**src/rtl/ps2_host_tx.sv**
```systemverilog
// Host-to-device PS/2 transmitter: inhibits the bus, issues a request-to-send, then shifts
// a byte, odd parity and stop out on device clock falls and checks the device acknowledge.
module ps2_host_tx #(
    parameter int INHIBIT_CYC = 7200,
    parameter int TIMEOUT_CYC = 1440000,
    parameter int SYNC_STAGES = 2
) (
    input  logic       clk_i,
    input  logic       rst_n_i,
    input  logic       tx_valid_i,
    output logic       tx_ready_o,
    input  logic [7:0] tx_data_i,
    input  logic       ps2_clk_i,
    input  logic       ps2_dat_i,
    output logic       ps2_clk_oe_o,
    output logic       ps2_dat_oe_o,
    output logic       busy_o,
    output logic       rx_inhibit_o,
    output logic       done_o,
    output logic       ack_err_o,
    output logic       timeout_o
);

    localparam int INH_W = $clog2(INHIBIT_CYC + 1);
    localparam int TMO_W = $clog2(TIMEOUT_CYC + 1);
    localparam logic [INH_W-1:0] INH_LAST = INH_W'(INHIBIT_CYC - 1);
    localparam logic [TMO_W-1:0] TMO_MAX  = TMO_W'(TIMEOUT_CYC);

    typedef enum logic [2:0] {
        S_IDLE,
        S_INHIBIT,
        S_REQ,
        S_DATA,
        S_ACK,
        S_WAITREL
    } state_t;

    state_t                 r_state;
    state_t                 w_nextState;
    logic [SYNC_STAGES-1:0] r_clkSync;
    logic [SYNC_STAGES-1:0] r_datSync;
    logic                   r_clkPrev;
    logic [7:0]             r_data;
    logic                   r_parity;
    logic [3:0]             r_bitCnt;
    logic [INH_W-1:0]       r_inhCnt;
    logic [TMO_W-1:0]       r_wdog;
    logic                   r_acked;
    logic                   w_clkCur;
    logic                   w_datCur;
    logic                   w_fall;
    logic                   w_accept;
    logic                   w_watched;
    logic                   w_timeout;
    logic                   w_frameBit;

    // Sync flops idle high so that leaving reset never looks like a device clock fall.
    always_ff @(posedge clk_i or negedge rst_n_i) begin
        if (!rst_n_i) begin
            r_clkSync <= '1;
            r_datSync <= '1;
            r_clkPrev <= 1'b1;
        end else begin
            r_clkSync <= {r_clkSync[SYNC_STAGES-2:0], ps2_clk_i};
            r_datSync <= {r_datSync[SYNC_STAGES-2:0], ps2_dat_i};
            r_clkPrev <= w_clkCur;
        end
    end

    assign w_clkCur  = r_clkSync[SYNC_STAGES-1];
    assign w_datCur  = r_datSync[SYNC_STAGES-1];
    assign w_fall    = r_clkPrev & ~w_clkCur;
    assign w_accept  = tx_valid_i && (r_state == S_IDLE);
    assign w_watched = (r_state == S_REQ) || (r_state == S_DATA) ||
                       (r_state == S_ACK) || (r_state == S_WAITREL);
    assign w_timeout = w_watched && (r_wdog == TMO_MAX);

    always_ff @(posedge clk_i or negedge rst_n_i) begin
        if (!rst_n_i) begin
            r_data   <= '0;
            r_parity <= 1'b0;
            r_bitCnt <= '0;
            r_inhCnt <= '0;
            r_wdog   <= '0;
            r_acked  <= 1'b0;
        end else begin
            if (w_accept) begin
                r_data   <= tx_data_i;
                r_parity <= ~^tx_data_i;
            end
            if (r_state == S_INHIBIT) begin
                r_inhCnt <= r_inhCnt + 1'b1;
            end else begin
                r_inhCnt <= '0;
            end
            if (r_state == S_REQ && w_fall) begin
                r_bitCnt <= '0;
            end else if (r_state == S_DATA && w_fall && r_bitCnt != 4'hF) begin
                r_bitCnt <= r_bitCnt + 1'b1;
            end
            if (!w_watched || w_fall || w_timeout) begin
                r_wdog <= '0;
            end else begin
                r_wdog <= r_wdog + 1'b1;
            end
            if (w_accept) begin
                r_acked <= 1'b0;
            end else if (r_state == S_ACK && w_fall && !w_datCur && !w_timeout) begin
                r_acked <= 1'b1;
            end
        end
    end

    always_ff @(posedge clk_i or negedge rst_n_i) begin
        if (!rst_n_i) begin
            r_state <= S_IDLE;
        end else begin
            r_state <= w_nextState;
        end
    end

    // Watchdog expiry overrides every other transition and drops the byte.
    always_comb begin
        w_nextState = r_state;
        if (w_timeout) begin
            w_nextState = S_IDLE;
        end else begin
            case (r_state)
                S_IDLE:    if (w_accept) w_nextState = S_INHIBIT;
                S_INHIBIT: if (r_inhCnt == INH_LAST) w_nextState = S_REQ;
                S_REQ:     if (w_fall) w_nextState = S_DATA;
                S_DATA:    if (w_fall && r_bitCnt == 4'd8) w_nextState = S_ACK;
                S_ACK:     if (w_fall) w_nextState = S_WAITREL;
                S_WAITREL: if (w_clkCur && w_datCur) w_nextState = S_IDLE;
                default:   w_nextState = S_IDLE;
            endcase
        end
    end

    always_comb begin
        w_frameBit = 1'b1;
        if (r_bitCnt < 4'd8) begin
            w_frameBit = r_data[r_bitCnt[2:0]];
        end else if (r_bitCnt == 4'd8) begin
            w_frameBit = r_parity;
        end
    end

    always_comb begin
        ps2_clk_oe_o = 1'b0;
        ps2_dat_oe_o = 1'b0;
        tx_ready_o   = 1'b0;
        busy_o       = 1'b1;
        done_o       = 1'b0;
        ack_err_o    = 1'b0;
        timeout_o    = 1'b0;
        case (r_state)
            S_IDLE: begin
                tx_ready_o = 1'b1;
                busy_o     = 1'b0;
            end
            S_INHIBIT: begin
                ps2_clk_oe_o = 1'b1;
                ps2_dat_oe_o = (r_inhCnt == INH_LAST);
            end
            S_REQ:     ps2_dat_oe_o = 1'b1;
            S_DATA:    ps2_dat_oe_o = ~w_frameBit;
            S_ACK:     ack_err_o = w_fall && w_datCur;
            S_WAITREL: done_o = w_clkCur && w_datCur && r_acked;
            default:   busy_o = 1'b1;
        endcase
        if (w_timeout) begin
            ps2_clk_oe_o = 1'b0;
            ps2_dat_oe_o = 1'b0;
            ack_err_o    = 1'b0;
            done_o       = 1'b0;
            timeout_o    = 1'b1;
        end
    end

    assign rx_inhibit_o = busy_o;

endmodule
```
**config.mk**
```make
export PLATFORM = sky130hd
export DESIGN_NAME = ps2_host_tx
export DESIGN_NICKNAME = d
export VERILOG_FILES = /design/src/rtl/ps2_host_tx.sv
export SDC_FILE = /design/constraint.sdc
export NUM_CORES = 1
export LEC_CHECK = 0
export BUFFER_PORTS_ARGS = -buffer_cell sky130_fd_sc_hd__buf_4
export CORE_MARGIN = 5
export CORE_UTILIZATION = 54
export DETAILED_ROUTE_END_ITERATION = 10
export HOLD_SLACK_MARGIN = 0.12
export PLACE_DENSITY = 0.73
export REMOVE_ABC_BUFFERS = 1
export SLEW_MARGIN = 20
export SYNTH_ARGS = -nofsm -noshare
export SYNTH_HDL_FRONTEND = slang
export SYNTH_SLANG_ARGS = --single-unit
```
**constraint.sdc**
```tcl
create_clock -name clk_i -period 2 [get_ports clk_i]
set_input_delay 0.1 -clock clk_i [delete_from_list [all_inputs] [get_ports clk_i]]
set_output_delay 0.1 -clock clk_i [all_outputs]
set_load 0.05 [all_outputs]
```
==> flow_summary.json, run 1 <==
{
  "status": "finished, violations left",
  "violations": "setup timing",
  "wl_met3_um": 209,
  "grtUsageTotal": 0.193,
  "layout_setup_ws_ns": -0.0525,
  "fin_tns_setup_ns": -0.0525,
  "synth_area_per_cell_um2": 10.4,
  "slew_viol_final": 0,
  "synth_top_area_cell": "dfrtp_1",
  "core_area_um2": 5110,
  "drt_pass1_iterations": 4,
  "dieHeight_um": 82.7,
  "n_antenna_cell": 0,
  "synth_common_cells": "dfrtp_1 (51), nor2_1 (49), xnor2_1 (21), nand3_1 (20), xor2_1 (19)",
  "pwr_density_cell_nw_per_um2": 682,
  "clk_pin_slew_ns": 0.09,
  "drive_gt1_frac": 0.274,
  "critPathLaunchType": "register",
  "worstSetupPathType": "register to primary output",
  "min_period_over_period": 1.03,
  "antenna_found_initial": 0,
  "met1Wirelength_um": 2730,
  "fmax_mhz": 487,
  "die_x_um": 82.7,
  "cts_max_path_buffers": 2,
  "ant_nets": 0,
  "fin_area_um2": 3550,
  "io_pins": 21,
  "clock_latency_ns": 0.30,
  "dp_cells": 368,
  "wl_per_cell_um": 14.3,
  "syn_to_final_growth_pct": 24.6,
  "critical_path_peak_fanout": 3,
  "yosysUniqueCellTypes": 45,
  "maxSlewHeadroom": 0.534,
  "netlist_instances": 275,
  "nets": 346,
  "place_area_um2": 3150,
  "gp_congestion": 0.775,
  "htreeDepth": 2,
  "setup_viol": 1,
  "cts-buffers-inserted": 5,
  "p_leak_nw": 1.49,
  "critPathCaptureType": "primary output",
  "netlist_area_um2": 2850,
  "routed.top_layer": "met4",
  "clock_sink_count": 56,
  "grt_pass1_wl_um": 10100,
  "worstPathCellList": "mux4_2, a2111oi_4, a221oi_2, nor2_1, buf_6",
  "start_util": 0.559,
  "wl_met2_um": 2710,
  "drc": 0,
  "ys_warn_count": 0,
  "skew_ns": 0.00722,
  "port_buffers": 20,
  "maxCapViolations": 0,
  "viasPerCell": 5.38,
  "synth_seq_area_share": 0.493,
  "netlist_top_cells_area": "dfrtp_1 (45%), nor2_1 (6.4%), xnor2_1 (6.4%)",
  "dieArea_um2": 6840,
  "wirelength_um": 5720,
  "ir_worst_vdd_uv": 549,
  "rows": 26,
  "cts_tree": "yes",
  "arrival_ns": 1.95,
  "grt_overflow_total": 0,
  "synth_edf_count": 0,
  "grt_setup_unrepaired": "true",
  "synth.top_cell.area_share": 0.447,
  "hp-class": "register to register",
  "hold_viol": 0,
  "dr_total_vias": 2148,
  "period_needed_ns": 2.05,
  "fin_util": 0.696,
  "dp_hpwl_um": 3760,
  "hold_slack_ns": 0.361,
  "final_cells": 399,
  "synthArstFlopShare": 1.00,
  "crit_slowest_cell": "mux4_2",
  "synth_seq_cells": 56,
  "cpPeakStageDelay_ns": 0.56,
  "cts-root-buf": "clkbuf_8",
  "worst_pin_slew_ns": 0.699,
  "grt_max_degree": 57,
  "required_ns": 1.90,
  "drt_iter0_drc": 117,
  "synthFlopType": "dfrtp_1",
  "grt_pass1_vias": 2184,
  "synth.most_common_cell": "dfrtp_1"
}
-- cells by family (layout without fill, tap and decap cells) --
group / after synthesis / count (layout) / share of synthesized area
mux: 13 / 13 / 0.0583
xor+xnor: 40 / 40 / 0.123
fa+ha+maj: 5 / 5 / 0.0219
simple gates: 128 / 128 / 0.241
buf+inv: 19 / 73 / 0.0281
compound gates: 14 / 14 / 0.0351
flops: 56 / 56 / 0.493
-- state kept, by name, summed over array words and instances (netlist names) --
| name | flops |
|---|---|
| r_datSync | 2 |
| r_wdog | 21 |
| r_bitCnt | 4 |
| r_parity | 1 |
| r_clkSync | 2 |
| r_inhCnt | 13 |
| r_acked | 1 |
| r_state | 3 |
| r_clkPrev | 1 |
| r_data | 8 |
-- timing repair --
item,4_1_cts,5_1_grt
endpoints found under the setup margin,4,4
buffers inserted,8,3
hold buffers,12,0
resized for setup,19,8
pin swaps,8,6
hold endpoints to repair,62,0
-- metal layers --
layer	track usage	up-vias
li1	-	1047
met1	0.269	1055
met2	0.306	39
met3	0.0358	7
met4	0.0588	0
met5	0	-
-- critical path, delay by kind of cell, from the launching register on --
kind	cells	cell delay (ns)
muxes	1	0.56
AOI/OAI and AO/OA	2	0.37
DFF	1	0.41
and+or+nand+nor	1	0.13
buffers and inverters	1	0.17
-- through the flow --
| step | total power (W) | setup WS, ns |
|---|---|---|
| 2_1_floorplan | 0.00162 | -0.685 |
| 3_3_place_gp | 0.00173 | 0.0755 |
| 3_5_place_dp | 0.00175 | 0.0181 |
| 4_1_cts | 0.00244 | -0.136 |
| 5_1_grt | 0.00256 | -0.159 |
| 6_report | 0.00242 | -0.0525 |
-- final timing paths --
check	from	slack, ns	end	cells after the start
worst max-delay path	r_bitCnt[0]	-0.05	ps2_dat_oe_o	5
worst min-delay path	r_datSync[0]	0.36	r_datSync[1]	0
worst max register to register	r_bitCnt[0]	0.16	r_state[0]	9
worst min register to register	r_datSync[0]	0.36	r_datSync[1]	0
max in group asynchronous	rst_n_i	1.11	r_wdog[10]	2
min in group asynchronous	rst_n_i	0.38	r_inhCnt[9]	2
-- power breakdown --
| group | leakage (nW) | internal, W | switching (W) |
|---|---|---|---|
| clock network | 0.0510 | 0.000277 | 0.000348 |
| registers | 0.723 | 0.00127 | 0.000103 |
| logic | 0.719 | 0.000242 | 0.000180 |
-- layout make-up --
class / instances / area, µm²
fill: 399 / 1550
multi-input combinational: 200 / 1450
sequential: 56 / 1420
timing repair buffer: 54 / 467
tap: 70 / 87.6
clock buffer: 6 / 82.6
inverter: 11 / 41.3
clock inverter: 2 / 10.0
-- cells in the final DEF (no fill, tap or decap), drive strengths merged, types with 4 or more instances in the layout --
cell and instances:
clkbuf 6, and3 7, nand4 7, and4 4, buf 42, a21oi 4
dfstp 5, inv 11, xor2 19, dfrtp 51, nand3 20, nand2 12
nor2 50, dlygate4sd3 12, xnor2 21, ha 5, mux2 9
Power figures use the tool's default switching activity.
==> run 2, diff against run 1 <==
--- a/config.mk
+++ b/config.mk
@@ -5,6 +5,7 @@
 export SDC_FILE = /design/constraint.sdc
 export NUM_CORES = 1
 export LEC_CHECK = 0
+export ABC_AREA = 1
 export BUFFER_PORTS_ARGS = -buffer_cell sky130_fd_sc_hd__buf_4
 export CORE_MARGIN = 5
 export CORE_UTILIZATION = 54
==> flow_summary.json, run 2 <==
{
  "hp-class": "primary input to register",
  "clock_sink_count": 56,
  "htreeDepth": 2,
  "grt_max_degree": 57,
  "arrival_ns": 1.82,
  "synth_area_per_cell_um2": 7.74,
  "netlist_area_um2": 3000,
  "grtUsageTotal": 0.191,
  "wl_per_cell_um": 12.4,
  "antenna_found_initial": 0,
  "r2r_cells": 6,
  "ys_warn_count": 0,
  "required_ns": 1.90,
  "rows": 27,
  "cts-root-buf": "clkbuf_8",
  "final_cell_mix": "nand2_1 (98), nor2_1 (66), dfrtp_1 (49)",
  "slew_viol_final": 0,
  "status": "complete, no violations",
  "netlist_top_cells_area": "dfrtp_1 (43%), nand2_1 (12%), nor2_1 (8.5%)",
  "netlist_instances": 387,
  "dieArea_um2": 7140,
  "critPathCaptureType": "primary output",
  "yosysUniqueCellTypes": 26,
  "layout_commonest_cell": "nand2_1",
  "grt_overflow_total": 0,
  "syn_to_final_growth_pct": 17.7,
  "hold_path_depth": 4,
  "critPathLaunchType": "register",
  "ant_nets": 0,
  "synthArstFlopShare": 1.00,
  "max_flop_register": "r_wdog",
  "viasPerCell": 5.10,
  "fin_tns_setup_ns": 0,
  "synth_seq_area_share": 0.470,
  "synth.most_common_cell": "nand2_1",
  "hold_viol": 0,
  "grt_pass1_vias": 2626,
  "min_from": "tx_valid_i",
  "dieHeight_um": 84.5,
  "pwr_density_cell_nw_per_um2": 1060,
  "cts_tree": "yes",
  "place_area_um2": 3220,
  "maxSlewHeadroom": 0.535,
  "synth_top_area_cell": "dfrtp_1",
  "setup_viol": 0,
  "cts-buffers-inserted": 5,
  "wirelength_um": 6150,
  "layout_setup_ws_ns": 0.0764,
  "synth_seq_cells": 56,
  "p_leak_nw": 1.60,
  "largest_reg_flops": 21,
  "grt_pass1_wl_um": 11200,
  "worstSetupPathType": "register to primary output",
  "drt_pass1_iterations": 4,
  "hold_slack_ns": 0.172,
  "fmax_mhz": 520,
  "dp_slack_ns": 0.321,
  "timing.rr.start": "r_state[1]",
  "dp_hpwl_um": 4340,
  "cts_max_path_buffers": 2,
  "gp_congestion": 0.850,
  "drive_gt1_frac": 0.132,
  "die_x_um": 84.5,
  "fin_area_um2": 3530,
  "start_util": 0.551,
  "skew_ns": 0.0164,
  "dr_total_vias": 2537,
  "n_antenna_cell": 0,
  "io_pins": 21,
  "period_needed_ns": 1.92,
  "largestRegisters": "r_wdog: 21 flops, r_inhCnt: 13 flops, r_data: 8 flops",
  "synth_common_cells": "nand2_1 (98), nor2_1 (68), dfrtp_1 (51), inv_1 (43), nand3_1 (29)",
  "min_period_over_period": 0.962,
  "ir_worst_vdd_uv": 904,
  "maxCapViolations": 0,
  "r2r_slack_ns": 0.30,
  "synth.top_cell.area_share": 0.426,
  "port_buffers": 20,
  "critical_path_peak_fanout": 9,
  "startpoint": "r_state[1]",
  "core_area_um2": 5440,
  "clock_latency_ns": 0.31,
  "fin_util": 0.648,
  "synthFlopType": "dfrtp_1",
  "worst_pin_slew_ns": 0.697,
  "synth_edf_count": 0,
  "clk_pin_slew_ns": 0.11,
  "drc": 0,
  "nets": 442,
  "drt_iter0_drc": 147
}
==> run 2: layout make-up <==
class                   count  area [µm²]
fillers                   467        1910
multi-input cells         280        1430
flip-flops and latches     56        1410
repair buffers             35         290
inverters                  46         175
well taps                  72        90.1
clock buffers               6        72.6
clock inverters             2        60.1
==> run 2: repair_timing <==
action / 4_1_cts / 5_1_grt
hold buffers: 11 / 0
setup buffers: 0 / 2
pin swaps: 0 / 2
setup endpoints to repair: 1 / 1
endpoints found under the hold margin: 61 / 0
gates resized for setup: 3 / 10
==> run 2: cell families (layout without fill, tap and decap cells) <==
| logic type | after synthesis | in the layout | synth area share |
|---|---|---|---|
| compound gates | 24 | 24 | 0.0426 |
| xor+xnor | 25 | 25 | 0.0731 |
| fa+ha+maj | 5 | 5 | 0.0209 |
| buf+inv | 51 | 89 | 0.0668 |
| flops | 56 | 56 | 0.470 |
| simple gates | 226 | 226 | 0.327 |
==> run 2: final timing paths <==
path	endpoint
max in group asynchronous	r_bitCnt[1]
min in group asynchronous	r_wdog[8]
setup / recovery	ps2_dat_oe_o
setup reg to reg	r_wdog[19]
hold reg to reg	r_clkSync[1]
hold / removal	r_data[2]
==> run 2: critical path, cell delays in order (launching register included) <==
cell and delay [ns]:
dfrtp_1 0.50, inv_2 0.07, nand3_1 0.16, nand3_2 0.14, nand4_4 0.17, inv_1 0.10, a21oi_1 0.16, buf_4 0.23
==> run 2: stage by stage <==
stage | cells | total power [W]
4_1_cts | 495 | 0.00371
6_report | 497 | 0.00375
5_1_grt | 497 | 0.00404
3_3_place_gp | 476 | 0.00277
3_5_place_dp | 476 | 0.00281
2_1_floorplan | 382 | 0.00243
==> run 2: per-layer routing <==
metal	part of all wire	vias up	track usage
met4	0.0093	0	0.0504
met5	0	-	0
li1	-	1298	-
met1	0.44	1198	0.239
met3	0.035	5	0.0363
met2	0.52	36	0.337
==> run 2: where the power goes <==
group          internal (W)  switching (W)  leakage [nW]
logic              0.000459       0.000907         0.793
clock network      0.000501       0.000366        0.0654
registers           0.00132       0.000189         0.740
==> run 3, diff against run 2 <==
--- a/config.mk
+++ b/config.mk
@@ -12,7 +12,6 @@
 export DETAILED_ROUTE_END_ITERATION = 10
 export HOLD_SLACK_MARGIN = 0.12
 export PLACE_DENSITY = 0.73
-export REMOVE_ABC_BUFFERS = 1
 export SLEW_MARGIN = 20
 export SYNTH_ARGS = -nofsm -noshare
 export SYNTH_HDL_FRONTEND = slang
==> constraint.sdc (replaced) <==
create_clock -name clk_i -period 2.4 [get_ports clk_i]
set_input_delay 0.12 -clock clk_i [delete_from_list [all_inputs] [get_ports clk_i]]
set_output_delay 0.12 -clock clk_i [all_outputs]
set_load 0.05 [all_outputs]
==> flow_summary.json, run 3 (synthesis results as in run 2) <==
{
  "drt_iter0_drc": 91,
  "worstPathCellList": "inv_1, ha_1, nand3_1, o21ai_0, nand3_1, a21oi_1, buf_4",
  "slew_viol_final": 0,
  "worst_pin_slew_ns": 0.681,
  "clk_pin_slew_ns": 0.09,
  "cts_resized": 0,
  "cts_hold_buffers": 11,
  "cts-root-buf": "clkbuf_8",
  "largest_reg_flops": 21,
  "grt_pass1_vias": 2471,
  "htreeDepth": 2,
  "fin_tns_setup_ns": 0,
  "hp-class": "primary input to register",
  "wirelength_um": 5780,
  "cpPeakStageDelay_ns": 0.46,
  "setup_viol": 0,
  "multi_input_area_um2": 1390,
  "fin_util": 0.635,
  "hold_viol": 0,
  "p_leak_nw": 1.58,
  "grt_pass1_wl_um": 10400,
  "grt_overflow_total": 0,
  "gp_congestion": 0.848,
  "min_period_over_period": 0.824,
  "syn-num-nets": 405,
  "skew_ns": 0.00591,
  "grt_max_degree": 57,
  "grt_setup_unrepaired": "false",
  "core_area_um2": 5440,
  "layout_commonest_cell": "nand2_1",
  "required_ns": 2.28,
  "drc": 0,
  "arrival_ns": 1.86,
  "n_fill_cell": 468,
  "period_needed_ns": 1.98,
  "ant_nets": 0,
  "ir_worst_vdd_uv": 812,
  "r2r_slack_ns": 0.68,
  "max_flop_register": "r_wdog",
  "wl_per_cell_um": 11.7,
  "rows": 27,
  "crit_slowest_cell": "dfrtp_1",
  "antenna_found_initial": 0,
  "clock_sink_count": 56,
  "cts_max_path_buffers": 2,
  "critical_path_peak_fanout": 7,
  "dieArea_um2": 7140,
  "drive_gt1_frac": 0.107,
  "start_util": 0.551,
  "drt_pass1_iterations": 4,
  "ff_latch_area_um2": 1410,
  "maxCapViolations": 0,
  "cts_setup_buffers": 0,
  "n_antenna_cell": 0,
  "nets": 439,
  "critPathCaptureType": "primary output",
  "maxSlewHeadroom": 0.546,
  "die_x_um": 84.5,
  "port_buffers": 20,
  "dr_total_vias": 2467,
  "io_pins": 21,
  "cts_tree": "yes",
  "final_cell_mix": "nand2_1 (98), nor2_1 (68), dfrtp_1 (51)",
  "pwr_density_cell_nw_per_um2": 867,
  "viasPerCell": 4.99,
  "largestRegisters": "r_wdog: 21 flops, r_inhCnt: 13 flops, r_data: 8 flops",
  "critPathLaunchType": "register",
  "hold_slack_ns": 0.210,
  "cp_common_cell": "nand3_1",
  "clock_latency_ns": 0.30,
  "fmax_mhz": 505,
  "dieHeight_um": 84.5,
  "grtUsageTotal": 0.176,
  "dp_hpwl_um": 4210,
  "cts-buffers-inserted": 5,
  "status": "complete, no violations",
  "worstSetupPathType": "register to primary output",
  "syn_to_final_growth_pct": 15.2
}
-- run 3: report_power, final --
| group | switching, W | internal (W) |
|---|---|---|
| sequential | 0.000139 | 0.00110 |
| combinational | 0.000740 | 0.000354 |
| clock | 0.000292 | 0.000368 |
| total | 0.00117 | 0.00182 |
-- run 3: metal layers --
metal,vias up,track usage,routed length [µm]
met4,0,0.0518,108
met5,-,0,0
li1,1293,-,-
met1,1119,0.218,2710
met2,44,0.308,2790
met3,11,0.0373,170
-- run 3: critical path, delay by kind of cell, from the launching register on --
kind	cells	cell delay [ns]
simple gates	2	0.19
compound gates	2	0.33
fa+ha+maj	1	0.17
buf+inv	2	0.41
flops	1	0.46
-- run 3: cell type report --
type                       count  share of cell area
inverter                      46              0.0500
timing repair buffer          32              0.0776
clock inverter                 1             0.00870
tap                           72              0.0261
multi-input combinational    280               0.402
sequential                    56               0.408
clock buffer                   7              0.0279
-- run 3: worst paths after layout --
check | from | endpoint | cells after the start
worst max register to register | r_state[1] | r_wdog[17] | 6
max in group asynchronous | rst_n_i | r_data[3] | 2
min in group asynchronous | rst_n_i | r_wdog[9] | 2
worst min register to register | r_datSync[0] | r_datSync[1] | 0
worst min-delay path | tx_valid_i | r_data[0] | 4
worst max-delay path | r_bitCnt[0] | ps2_dat_oe_o | 7
-- run 3: stage by stage --
stage	instance area [µm²]	worst slack (ns)	instances	power (W)
after detailed placement	3220	0.697	475	0.00234
after global placement	3220	0.789	475	0.00232
after global routing	3450	0.253	494	0.00323
after CTS	3450	0.403	494	0.00303
after floorplan	3000	0.307	387	0.00206
final	3450	0.421	494	0.00299
